### src/rtl/ps2_key_pkg.sv
// Shared types and constants for the PS/2 scan-code decoder.
package ps2_key_pkg;

    typedef enum logic [2:0] {
        IDLE,
        EXT,
        BRK,
        EXT_BRK,
        PAUSE_SKIP
    } state_e;

    localparam logic [7:0] PFX_EXT   = 8'hE0;
    localparam logic [7:0] PFX_BRK   = 8'hF0;
    localparam logic [7:0] PFX_PAUSE = 8'hE1;

    localparam int unsigned PAUSE_SKIP_LEN = 7;
    localparam int unsigned SKIP_W         = 3;

    // Keyboard status/handshake bytes that never form part of a key event.
    localparam logic [7:0] KB_NULL   = 8'h00;
    localparam logic [7:0] KB_BAT_OK = 8'hAA;
    localparam logic [7:0] KB_ACK    = 8'hFA;
    localparam logic [7:0] KB_RESEND = 8'hFE;
    localparam logic [7:0] KB_ERROR  = 8'hFF;

    function automatic logic is_discard(input logic [7:0] b);
        return (b == KB_NULL) || (b == KB_BAT_OK) || (b == KB_ACK) ||
               (b == KB_RESEND) || (b == KB_ERROR);
    endfunction

    function automatic logic is_prefix(input logic [7:0] b);
        return (b == PFX_EXT) || (b == PFX_BRK) || (b == PFX_PAUSE);
    endfunction

    // State a prefix byte selects when seen from IDLE.
    function automatic state_e prefix_state(input logic [7:0] b);
        state_e s;
        s = PAUSE_SKIP;
        if (b == PFX_EXT) begin
            s = EXT;
        end else if (b == PFX_BRK) begin
            s = BRK;
        end
        return s;
    endfunction

endpackage

### src/rtl/ps2_key_decoder.sv
// PS/2 scan-code decoder: folds E0/F0/E1 prefixes into one key event per keystroke.
// Define KEY_TYPEMATIC_FILTER_EN to suppress auto-repeat makes of a held key.
module ps2_key_decoder
    import ps2_key_pkg::*;
#(
    parameter int unsigned TIMEOUT_CYC = 2500000
) (
    input  logic       clk,
    input  logic       reset,
    input  logic       rx_done_tick,
    input  logic [7:0] dout,
    output logic       key_valid,
    output logic [7:0] key_code,
    output logic       key_ext,
    output logic       key_break,
    output logic       err,
    output logic       busy
);

    localparam int unsigned      CNT_W    = (TIMEOUT_CYC > 2) ? $clog2(TIMEOUT_CYC) : 1;
    localparam logic [CNT_W-1:0] CNT_LAST = CNT_W'(TIMEOUT_CYC - 1);

    state_e              state_q, state_d;
    logic [SKIP_W-1:0]   skip_q, skip_d;
    logic [CNT_W-1:0]    cnt_q, cnt_d;
    logic                valid_q, valid_d;
    logic [7:0]          code_q, code_d;
    logic                ext_q, ext_d;
    logic                brk_q, brk_d;
    logic                err_q, err_d;

    logic                emit;
    logic [7:0]          ev_code;
    logic                ev_ext;
    logic                ev_brk;
    logic                suppress;

`ifdef KEY_TYPEMATIC_FILTER_EN
    logic                held_q, held_d;
    logic                tm_ext_q, tm_ext_d;
    logic [7:0]          tm_code_q, tm_code_d;
`endif

    always_comb begin
        state_d  = state_q;
        skip_d   = skip_q;
        cnt_d    = cnt_q;
        err_d    = 1'b0;
        emit     = 1'b0;
        ev_code  = dout;
        ev_ext   = 1'b0;
        ev_brk   = 1'b0;
        suppress = 1'b0;

        if (rx_done_tick) begin
            cnt_d = '0;
            case (state_q)
                IDLE: begin
                    if (is_prefix(dout)) begin
                        state_d = prefix_state(dout);
                    end else begin
                        emit = !is_discard(dout);
                    end
                end
                EXT: begin
                    if (dout == PFX_BRK) begin
                        state_d = EXT_BRK;
                    end else if (is_prefix(dout)) begin
                        err_d   = 1'b1;
                        state_d = prefix_state(dout);
                    end else begin
                        emit    = 1'b1;
                        ev_ext  = 1'b1;
                        state_d = IDLE;
                    end
                end
                BRK, EXT_BRK: begin
                    if (is_prefix(dout)) begin
                        err_d   = 1'b1;
                        state_d = prefix_state(dout);
                    end else begin
                        emit    = 1'b1;
                        ev_brk  = 1'b1;
                        ev_ext  = (state_q == EXT_BRK);
                        state_d = IDLE;
                    end
                end
                PAUSE_SKIP: begin
                    if (skip_q == SKIP_W'(1)) begin
                        emit    = 1'b1;
                        ev_code = PFX_PAUSE;
                        state_d = IDLE;
                    end else begin
                        skip_d = skip_q - 1'b1;
                    end
                end
                default: state_d = IDLE;
            endcase
            if (state_d == PAUSE_SKIP && state_q != PAUSE_SKIP) begin
                skip_d = SKIP_W'(PAUSE_SKIP_LEN);
            end
        end else if (state_q != IDLE) begin
            // A received byte always takes precedence over expiry (handled above).
            if (cnt_q == CNT_LAST) begin
                err_d   = 1'b1;
                state_d = IDLE;
                cnt_d   = '0;
            end else begin
                cnt_d = cnt_q + 1'b1;
            end
        end

`ifdef KEY_TYPEMATIC_FILTER_EN
        held_d    = held_q;
        tm_ext_d  = tm_ext_q;
        tm_code_d = tm_code_q;
        // Pause has no break code, so it is kept out of the repeat record.
        if (emit && ev_code != PFX_PAUSE) begin
            if (ev_brk) begin
                if (held_q && tm_ext_q == ev_ext && tm_code_q == ev_code) begin
                    held_d = 1'b0;
                end
            end else if (held_q && tm_ext_q == ev_ext && tm_code_q == ev_code) begin
                suppress = 1'b1;
            end else begin
                held_d    = 1'b1;
                tm_ext_d  = ev_ext;
                tm_code_d = ev_code;
            end
        end
`endif

        valid_d = emit && !suppress;
        code_d  = valid_d ? ev_code : code_q;
        ext_d   = valid_d ? ev_ext  : ext_q;
        brk_d   = valid_d ? ev_brk  : brk_q;
    end

    always_ff @(posedge clk or posedge reset) begin
        if (reset) begin
            state_q   <= IDLE;
            skip_q    <= '0;
            cnt_q     <= '0;
            valid_q   <= 1'b0;
            code_q    <= 8'h00;
            ext_q     <= 1'b0;
            brk_q     <= 1'b0;
            err_q     <= 1'b0;
`ifdef KEY_TYPEMATIC_FILTER_EN
            held_q    <= 1'b0;
            tm_ext_q  <= 1'b0;
            tm_code_q <= 8'h00;
`endif
        end else begin
            state_q   <= state_d;
            skip_q    <= skip_d;
            cnt_q     <= cnt_d;
            valid_q   <= valid_d;
            code_q    <= code_d;
            ext_q     <= ext_d;
            brk_q     <= brk_d;
            err_q     <= err_d;
`ifdef KEY_TYPEMATIC_FILTER_EN
            held_q    <= held_d;
            tm_ext_q  <= tm_ext_d;
            tm_code_q <= tm_code_d;
`endif
        end
    end

    assign key_valid = valid_q;
    assign key_code  = code_q;
    assign key_ext   = ext_q;
    assign key_break = brk_q;
    assign err       = err_q;
    assign busy      = (state_q != IDLE);

endmodule
### config.mk
export PLATFORM = sky130hd
export DESIGN_NAME = ps2_key_decoder
export DESIGN_NICKNAME = d
export VERILOG_FILES = /design/src/rtl/ps2_key_pkg.sv /design/src/rtl/ps2_key_decoder.sv
export SDC_FILE = /design/constraint.sdc
export NUM_CORES = 1
export LEC_CHECK = 0
export CAP_MARGIN = 20
export CORE_MARGIN = 2
export CORE_UTILIZATION = 51
export CTS_CLUSTER_DIAMETER = 50
export CTS_CLUSTER_SIZE = 14
export DETAILED_ROUTE_END_ITERATION = 8
export PLACE_DENSITY = 0.76
export SLEW_MARGIN = 25
export SYNTH_ARGS = -nofsm -noshare
export SYNTH_HDL_FRONTEND = slang
export SYNTH_SLANG_ARGS = --single-unit
export TNS_END_PERCENT = 100
### constraint.sdc
create_clock -name clk -period 1.6 [get_ports clk]
set_input_delay 0.32 -clock clk [delete_from_list [all_inputs] [get_ports clk]]
set_output_delay 0.32 -clock clk [all_outputs]
set_load 0.02 [all_outputs]
==> reports/qor.csv, run 1 <==
metric,value,unit
initial DRC count,164,
CP bufs+invs,2,
ys async rst share,100,%
die span in x,70.7,um
Crit path depth,7,
initial antenna violation count,0,
# diodes,0,
CTS root buf,clkbuf_8,
"Top FF cell, synth",dfrtp_1,
"critical path, cell by cell",and4bb_1 -> nand4_1 -> buf_4 -> nor2_2 -> buf_4 -> or3_1 -> a21oi_1,
Top Ports,24,
syn nets,258,
Post-Syn Area per Cell,9.31,um2
"Top cell by count, worst path",buf_4,
share of the synthesized area in the top cell type,44.1,%
drt pass-1 iters,4,
antenna-violating nets left,0,
Finished Layout Cells,399,
Port Buf Inserts,23,
reg2reg path depth,7,
Routed WL,6.86,mm
WL per Instance,17.2,um
Worst-Margin Slew,0.328,ns
max capacitance violation total,0,
Total Routing Usage GR,27.0,%
TritonCTS clock tree,built,
Area contributors post-synth,"dfrtp_1 (44%), nand2_1 (4.0%), o21ai_1 (3.7%)",
crit path DAT,1.97,ns
Layout area overhead,52.8,%
Mapped Cells,244,
level count of the clock H-tree,2,
kind of critical path,reg2reg,
Initial Utilization,52.5,%
global route overflow,0,
die area,5000,um2
pre-CTS setup slack,-0.609,ns
largest net degree at the start of global routing,41,
Peak Freq,571,MHz
"Distinct cells, synth",51,
DR vias/cell,5.85,
highest ir drop seen on vdd,0.000631,V
number of synthesized register bits,40,
Die Y-Extent,70.7,um
via count,2336,
global-route wire length before repair,10.7,mm
CP Data Required Time,1.82,ns
setup violators final,32,
placed insts,379,
Yosys Warn Count,0,
Routability Congestion,0.860,
failing checks,negative setup slack,
number of flops mapped to enable cells by yosys,0,
"Largest delay share family, worst path",simple AND/OR/NAND/NOR gates,
Pwr Total,0.00257,W
Static Leak,1.68,nW
share of layout cells above drive strength 1,38.3,%
setup TNS,-2.33,ns
crit path launch type,flop,
cell depth of the worst hold path,3,
worst min path class,in2reg,
RSZ-0062 raised after global routing,yes,
"area leader, netlist",dfrtp_1,
Layout Utilization,80.3,%
"Hold Violations, Final",0,
crit-path max cell delay,0.47,ns
mapped cell area,2270,um2
# rows,24,
"CTS clk-pin slew, worst paths",0.07,ns
sequential fraction of the synthesis area,44.1,%
slew margin rel.,78.0,%
DP Wirelength,4.43,mm
Crit-path slowest cell,dfrtp_1,
Tmin final,1.75,ns
cts bufs inserted,5,
status,"complete, but fails checks",
fin nets,360,
Post-Route Skew,0.00393,ns
Power Density,740,nW/um2
vias in the first global route,2241,
Final Cycle Share,109,%
DRC,0,
CTS Buffer Depth,2,
core box area,4320,um2
CP Capture Type,flop,
final slew viol count,0,
Sink Count,40,
post-layout worst setup margin,-0.152,ns
worst-path maximum fanout,6,
worst-skew pair later-pin latency,0.29,ns
cts hold-fix bufs,0,
==> sequential cells by signal, summed over array words and instances, names as in the netlist <==
register	cells
state_q	3
err	1
key_ext	1
key_code	8
cnt_q	22
skip_q	3
key_valid	1
key_break	1
==> stage by stage <==
step / hold slack [ns] / cell area (um2)
finish: 0.346 / 3470
global route: 0.366 / 3470
CTS: 0.400 / 3330
detailed placement: 0.504 / 3120
global placement: 0.486 / 3120
floorplan: 0.402 / 2340
==> synthesized netlist by cell type (4+ instances only) <==
master / n
dfrtp_1: 40
nand2_1: 24
nor2_1: 17
o21ai_1: 17
inv_1: 14
nor3_1: 10
nand3_1: 9
a21oi_1: 8
nand4_1: 7
buf_2: 6
mux2i_1: 6
a22o_1: 5
and3_1: 5
nor4_1: 5
a21o_1: 4
nand2b_1: 4
o211ai_1: 4
==> power by group <==
part           internal [W]  total [W]  switching, W
sequential          0.00109    0.00116     0.0000675
combinational      0.000363   0.000715      0.000352
clock              0.000352   0.000694      0.000342
total               0.00181    0.00257      0.000761
==> worst min-delay path, cell delays in order <==
cell and delay [ns]:
clkbuf_2 0.14, inv_1 0.08, mux2i_1 0.06
==> path summary, 6_finish.rpt <==
| kind | slack, ns | end | from |
|---|---|---|---|
| worst max-delay path | -0.15 | cnt_q[5]$_DFFE_PP0P_ | cnt_q[10]$_DFFE_PP0P_ |
| worst min-delay path | 0.35 | key_code[1]$_DFFE_PP0P_ | dout[1] |
| worst max register to register | -0.15 | cnt_q[5]$_DFFE_PP0P_ | cnt_q[10]$_DFFE_PP0P_ |
| worst min register to register | 0.52 | key_ext$_DFFE_PP0P_ | key_ext$_DFFE_PP0P_ |
| max in group asynchronous | 1.01 | state_q[2]$_DFFE_PP0P_ | reset |
| min in group asynchronous | 0.38 | cnt_q[3]$_DFFE_PP0P_ | reset |
==> layout make-up <==
cell class | count | area [um2]
inverters | 16 | 60.1
fillers | 250 | 853
repair buffers | 104 | 891
flip-flops and latches | 40 | 1000
well taps | 52 | 65.1
multi-input cells | 179 | 1360
clock buffers | 8 | 90.1
==> logic make-up after synthesis <==
family                   synth area share (%)
AO/OA/AOI/OAI                            16.7
XOR/XNOR                                 1.16
adder cells (fa/ha/maj)                  1.65
buffers and inverters                    4.46
flip-flops                               44.1
multiplexers                             4.13
AND/OR/NAND/NOR                          27.8
==> per-layer routing <==
layer,vias up,wire length (um),GRT usage [%]
li1,1113,-,-
met1,1142,3060,38.2
met2,69,3400,43.5
met3,12,299,5.27
met4,0,103,5.66
met5,-,0,0
==> cells in the final DEF (no fill, tap or decap), types with 3 or more instances in the layout <==
cell,Yosys,routed
buf_4,0,70
dfrtp_1,40,37
nand2_1,24,24
inv_1,14,14
o21ai_1,17,14
nor2_1,17,13
nor3_1,10,9
clkdlybuf4s50_1,0,9
buf_6,0,9
nand3_1,9,7
a21oi_1,8,7
nand4_1,7,7
dlygate4sd2_1,0,7
mux2i_1,6,6
clkbuf_8,0,6
a22o_1,5,5
dlymetal6s2s_1,0,5
o211ai_1,4,4
nand2b_1,4,4
nor2_2,2,4
o21ai_2,0,4
a21o_1,4,4
nor4_1,5,3
and3_1,5,3
mux2_4,0,3
xor2_1,3,3
and2_1,3,3
a32oi_1,3,3
dfrtp_2,0,3
==> repair_timing <==
item,CTS,global route
resized for setup,38,23
setup buffers,6,7
setup endpoints to repair,37,41
pin swaps,15,16
(Power assumes the default switching activity.)
==> run 2: changes to the inputs <==
--- a/config.mk
+++ b/config.mk
@@ -12,6 +12,7 @@
 export CTS_CLUSTER_SIZE = 14
 export DETAILED_ROUTE_END_ITERATION = 8
 export PLACE_DENSITY = 0.76
+export RECOVER_POWER = 25
 export SLEW_MARGIN = 25
 export SYNTH_ARGS = -nofsm -noshare
 export SYNTH_HDL_FRONTEND = slang
==> run 2 against run 1 <==
Net effect: the flow still finishes with violations (negative setup slack); wire length hardly changed; cell count is the same; clock skew about the same; via count barely moved; fmax stayed put; largest power group unchanged.
==> reports/qor.csv, run 2 (synthesized netlist as in run 1, its figures left out) <==
metric,value,unit
Layout fillers,252,
CP Capture Type,flop,
most frequent cells in the layout,"buf_4 (70), dfrtp_1 (37), nand2_1 (24)",
"commonest non-fill, non-tap cell in the layout",buf_4,
TritonCTS clock tree,built,
level count of the clock H-tree,2,
DR vias/cell,5.85,
Die Y-Extent,70.7,um
drt pass-1 iters,4,
cts bufs inserted,5,
slew margin rel.,34.1,%
Pwr Total,0.00256,W
max capacitance violation total,0,
WL per Instance,17.2,um
CP Data Required Time,1.82,ns
WHS,0.346,ns
via count,2335,
global route overflow,0,
Static Leak,1.68,nW
CTS root buf,clkbuf_8,
antenna-violating nets left,0,
vias in the first global route,2241,
kind of critical path,reg2reg,
Tmin final,1.75,ns
final slew viol count,0,
crit path launch type,flop,
RSZ-0062 raised after global routing,yes,
Worst-Margin Slew,0.988,ns
Final Cycle Share,109,%
Total Routing Usage GR,27.0,%
die span in x,70.7,um
Routability Congestion,0.860,
Initial Utilization,52.5,%
worst-skew pair later-pin latency,0.29,ns
initial DRC count,158,
worst min path class,in2reg,
Post-Route Skew,0.00419,ns
crit path DAT,1.97,ns
post-layout worst setup margin,-0.152,ns
# rows,24,
share of layout cells above drive strength 1,38.3,%
core box area,4320,um2
failing checks,negative setup slack,
cts hold-fix bufs,0,
highest ir drop seen on vdd,0.000631,V
largest net degree at the start of global routing,41,
DP Wirelength,4.43,mm
Routed WL,6.86,mm
die area,5000,um2
Port Buf Inserts,23,
DRC,0,
"Hold Violations, Final",0,
status,"complete, but fails checks",
Power Density,741,nW/um2
worst-path maximum fanout,6,
# diodes,0,
Sink Count,40,
setup violators final,32,
fin nets,360,
Peak Freq,571,MHz
initial antenna violation count,0,
Layout area overhead,52.2,%
CTS Buffer Depth,2,
Top Ports,24,
global-route wire length before repair,10.7,mm
largest register by flop count,cnt_q,
"CTS clk-pin slew, worst paths",0.07,ns
max FFs per register,22,
-- run 2: changes by cell type in the layout (fill, tap and decap cells not counted), sizes merged --
cell	delta
buf	-1
clkbuf	+1
-- run 2: cell type report --
cell class | instances | area [um2] | area share [%]
clock buffers | 8 | 90.1 | 2.61
well taps | 52 | 65.1 | 1.88
multi-input cells | 179 | 1360 | 39.4
flip-flops and latches | 40 | 1000 | 29.1
repair buffers | 104 | 876 | 25.3
inverters | 16 | 60.1 | 1.74
-- run 2: worst paths after layout --
kind	slack (ns)	endpoint	cells past startpoint	startpoint
min in group asynchronous	0.64	cnt_q[3]$_DFFE_PP0P_	3	reset
max in group asynchronous	0.29	state_q[2]$_DFFE_PP0P_	3	reset
max reg2reg	-0.15	cnt_q[5]$_DFFE_PP0P_	7	cnt_q[10]$_DFFE_PP0P_
min	0.35	key_code[1]$_DFFE_PP0P_	3	dout[1]
max	-0.15	cnt_q[5]$_DFFE_PP0P_	7	cnt_q[10]$_DFFE_PP0P_
min reg2reg	0.52	key_ext$_DFFE_PP0P_	2	key_ext$_DFFE_PP0P_
-- run 2: power by group --
group          internal, W  total [W]  leakage, nW  switching (W)
logic             0.000359   0.000709         1.10       0.000351
registers          0.00109    0.00116        0.528      0.0000675
clock network     0.000352   0.000693       0.0455       0.000341
-- run 2: critical path: stages (launching register included) --
cell      delay (ns)
dfrtp_1         0.47
and4bb_1        0.24
nand4_1         0.14
buf_4           0.15
nor2_2          0.04
buf_4           0.13
or3_1           0.36
a21oi_1         0.15
-- run 2: what timing repair did --
item / 4_1_cts / 5_1_grt
setup buffers: 6 / 7
pin swaps: 15 / 16
endpoints found under the setup margin: 37 / 41
gates resized for setup: 38 / 23
-- run 2: routing by layer --
metal / GRT usage [%] / wire (um) / vias to the layer above
li1: - / - / 1113
met1: 38.2 / 3060 / 1145
met2: 43.5 / 3390 / 65
met3: 5.27 / 296 / 12
met4: 5.66 / 103 / 0
met5: 0 / 0 / -
-- run 2: metrics by stage --
stage / cell area, um2 / util [%] / TNS [ns] / instances / setup WS [ns]
floorplan: 2340 / - / -0.286 / 244 / -0.0781
global route: 3460 / 79.9 / -4.74 / 399 / -0.204
global placement: 3120 / 72.1 / -8.89 / 379 / -0.505
detailed placement: 3120 / 72.1 / -10.30 / 379 / -0.609
finish: 3460 / 79.9 / -2.33 / 399 / -0.152
CTS: 3330 / 77.0 / -0.921 / 392 / -0.107
==> run 3: changes to the inputs <==
--- a/config.mk
+++ b/config.mk
@@ -11,6 +11,7 @@
 export CTS_CLUSTER_DIAMETER = 50
 export CTS_CLUSTER_SIZE = 14
 export DETAILED_ROUTE_END_ITERATION = 8
+export MAX_ROUTING_LAYER = met4
 export PLACE_DENSITY = 0.76
 export RECOVER_POWER = 25
 export SLEW_MARGIN = 25
==> run 3 against run 2 <==
Net effect: the run still ends with negative setup slack left; sequential share of layout area unchanged; first-iteration DRC count increased by 15%; clock power up 1%; fmax hardly changed; setup slack got worse by 0.0016 ns; cell area is the same; critical path type unchanged; highest routed layer unchanged.
==> reports/qor.csv, run 3 (synthesized netlist as in run 1, its figures left out) <==
metric,value,unit
status,"complete, but fails checks",
failing checks,negative setup slack,
global route overflow,0,
global-route wire length before repair,10.7,mm
Critical R2R Capture,cnt_q[5]$_DFFE_PP0P_,
Top Layer Used,met4,
slew margin rel.,33.9,%
Top Ports,24,
Power Density,743,nW/um2
most frequent cells in the layout,"buf_4 (70), dfrtp_1 (37), nand2_1 (24)",
flop-to-flop setup slack,-0.15,ns
cts bufs inserted,5,
"CTS clk-pin slew, worst paths",0.08,ns
Die Y-Extent,70.7,um
metal3 WL,361,um
CP Data Required Time,1.82,ns
worst min path class,in2reg,
initial antenna violation count,0,
via count,2316,
TritonCTS clock tree,built,
fin nets,360,
WHS,0.346,ns
max FFs per register,22,
share of layout cells above drive strength 1,38.3,%
"Hold Violations, Final",0,
initial DRC count,182,
final slew viol count,0,
Total Routing Usage GR,27.8,%
Final Cycle Share,110,%
Sink Count,40,
vias in the first global route,2234,
DRC,0,
CTS Buffer Depth,2,
CTS root buf,clkbuf_8,
post-layout worst setup margin,-0.154,ns
Initial Utilization,52.5,%
CP Capture Type,flop,
core box area,4320,um2
Port Buf Inserts,23,
RSZ-0062 raised after global routing,yes,
Static Leak,1.68,nW
Hold Path End,key_code[1]$_DFFE_PP0P_,
max capacitance violation total,0,
Worst-Margin Slew,0.992,ns
Tmin final,1.75,ns
worst-path maximum fanout,6,
# rows,24,
# diodes,0,
Post-Route Skew,0.00541,ns
hold path start,dout[1],
Routed WL,6.83,mm
die area,5000,um2
reg2reg path depth,7,
crit path launch type,flop,
wl on met1,3.01,mm
setup violators final,32,
WL per Instance,17.1,um
largest register by flop count,cnt_q,
reg2reg start,cnt_q[10]$_DFFE_PP0P_,
largest net degree at the start of global routing,41,
Peak Freq,570,MHz
cts hold-fix bufs,0,
DR vias/cell,5.80,
antenna-violating nets left,0,
DP Wirelength,4.43,mm
Layout Utilization,79.9,%
drt pass-1 iters,4,
kind of critical path,reg2reg,
cell depth of the worst hold path,3,
Routability Congestion,0.873,
worst-skew pair later-pin latency,0.29,ns
level count of the clock H-tree,2,
die span in x,70.7,um
"commonest non-fill, non-tap cell in the layout",buf_4,
WL met2,3.35,mm
Layout area overhead,52.2,%
crit path DAT,1.97,ns
highest ir drop seen on vdd,0.000633,V
-- run 3: cell counts in the layout (fill, tap and decap cells not counted) --
No cell type changed its count.
-- run 3: worst max-delay path by stage --
stage          cells after the start                   start  slack [ns]                      end
2_1_floorplan                      6  state_q[1]$_DFFE_PP0P_       -0.08  key_code[5]$_DFFE_PP0P_
3_3_place_gp                       6                 dout[7]       -0.51  key_code[5]$_DFFE_PP0P_
3_5_place_dp                       7                 dout[1]       -0.61  key_code[3]$_DFFE_PP0P_
4_1_cts                            7   cnt_q[20]$_DFFE_PP0P_       -0.11   state_q[0]$_DFFE_PP0P_
5_1_grt                            7   cnt_q[19]$_DFFE_PP0P_       -0.20   state_q[0]$_DFFE_PP0P_
6_report                           7   cnt_q[10]$_DFFE_PP0P_       -0.15     cnt_q[5]$_DFFE_PP0P_
-- run 3: power breakdown --
| part | total (W) | switching, W | internal (W) |
|---|---|---|---|
| Sequential | 0.00116 | 0.0000682 | 0.00109 |
| Clock | 0.000700 | 0.000348 | 0.000352 |
| Combinational | 0.000708 | 0.000350 | 0.000359 |
| Total | 0.00257 | 0.000765 | 0.00180 |
-- run 3: worst max-delay path, stage by stage, from the launching register on --
cell	delay [ns]
dfrtp_1	0.47
and4bb_1	0.24
nand4_1	0.14
buf_4	0.15
nor2_2	0.04
buf_4	0.13
or3_1	0.36
a21oi_1	0.15
-- run 3: cell type report --
cell class	count	area (um2)
multi-input combinational	179	1360
sequential	40	1000
timing repair buffer	104	876
fill	252	868
clock buffer	8	90.1
tap	52	65.1
inverter	16	60.1
-- run 3: repair_timing --
| action | CTS | global route |
|---|---|---|
| pin swaps | 15 | 16 |
| setup endpoints to repair | 37 | 41 |
| buffers inserted | 6 | 7 |
| resized for setup | 38 | 23 |
-- run 3: layer usage --
metal	vias to the layer above	GRT usage, %
li1	1115	-
met1	1113	38.2
met2	76	43.5
met3	12	5.27
met4	0	5.66
met5	-	-
-- run 3: metrics by stage --
step | area, um2 | setup TNS (ns) | power (W) | setup slack (ns) | cells
2_1_floorplan | 2340 | -0.286 | 0.00148 | -0.0781 | 244
3_3_place_gp | 3120 | -8.89 | 0.00175 | -0.505 | 379
3_5_place_dp | 3120 | -10.30 | 0.00177 | -0.609 | 379
4_1_cts | 3330 | -0.921 | 0.00250 | -0.107 | 392
5_1_grt | 3460 | -4.74 | 0.00267 | -0.203 | 399
6_report | 3460 | -2.33 | 0.00257 | -0.154 | 399
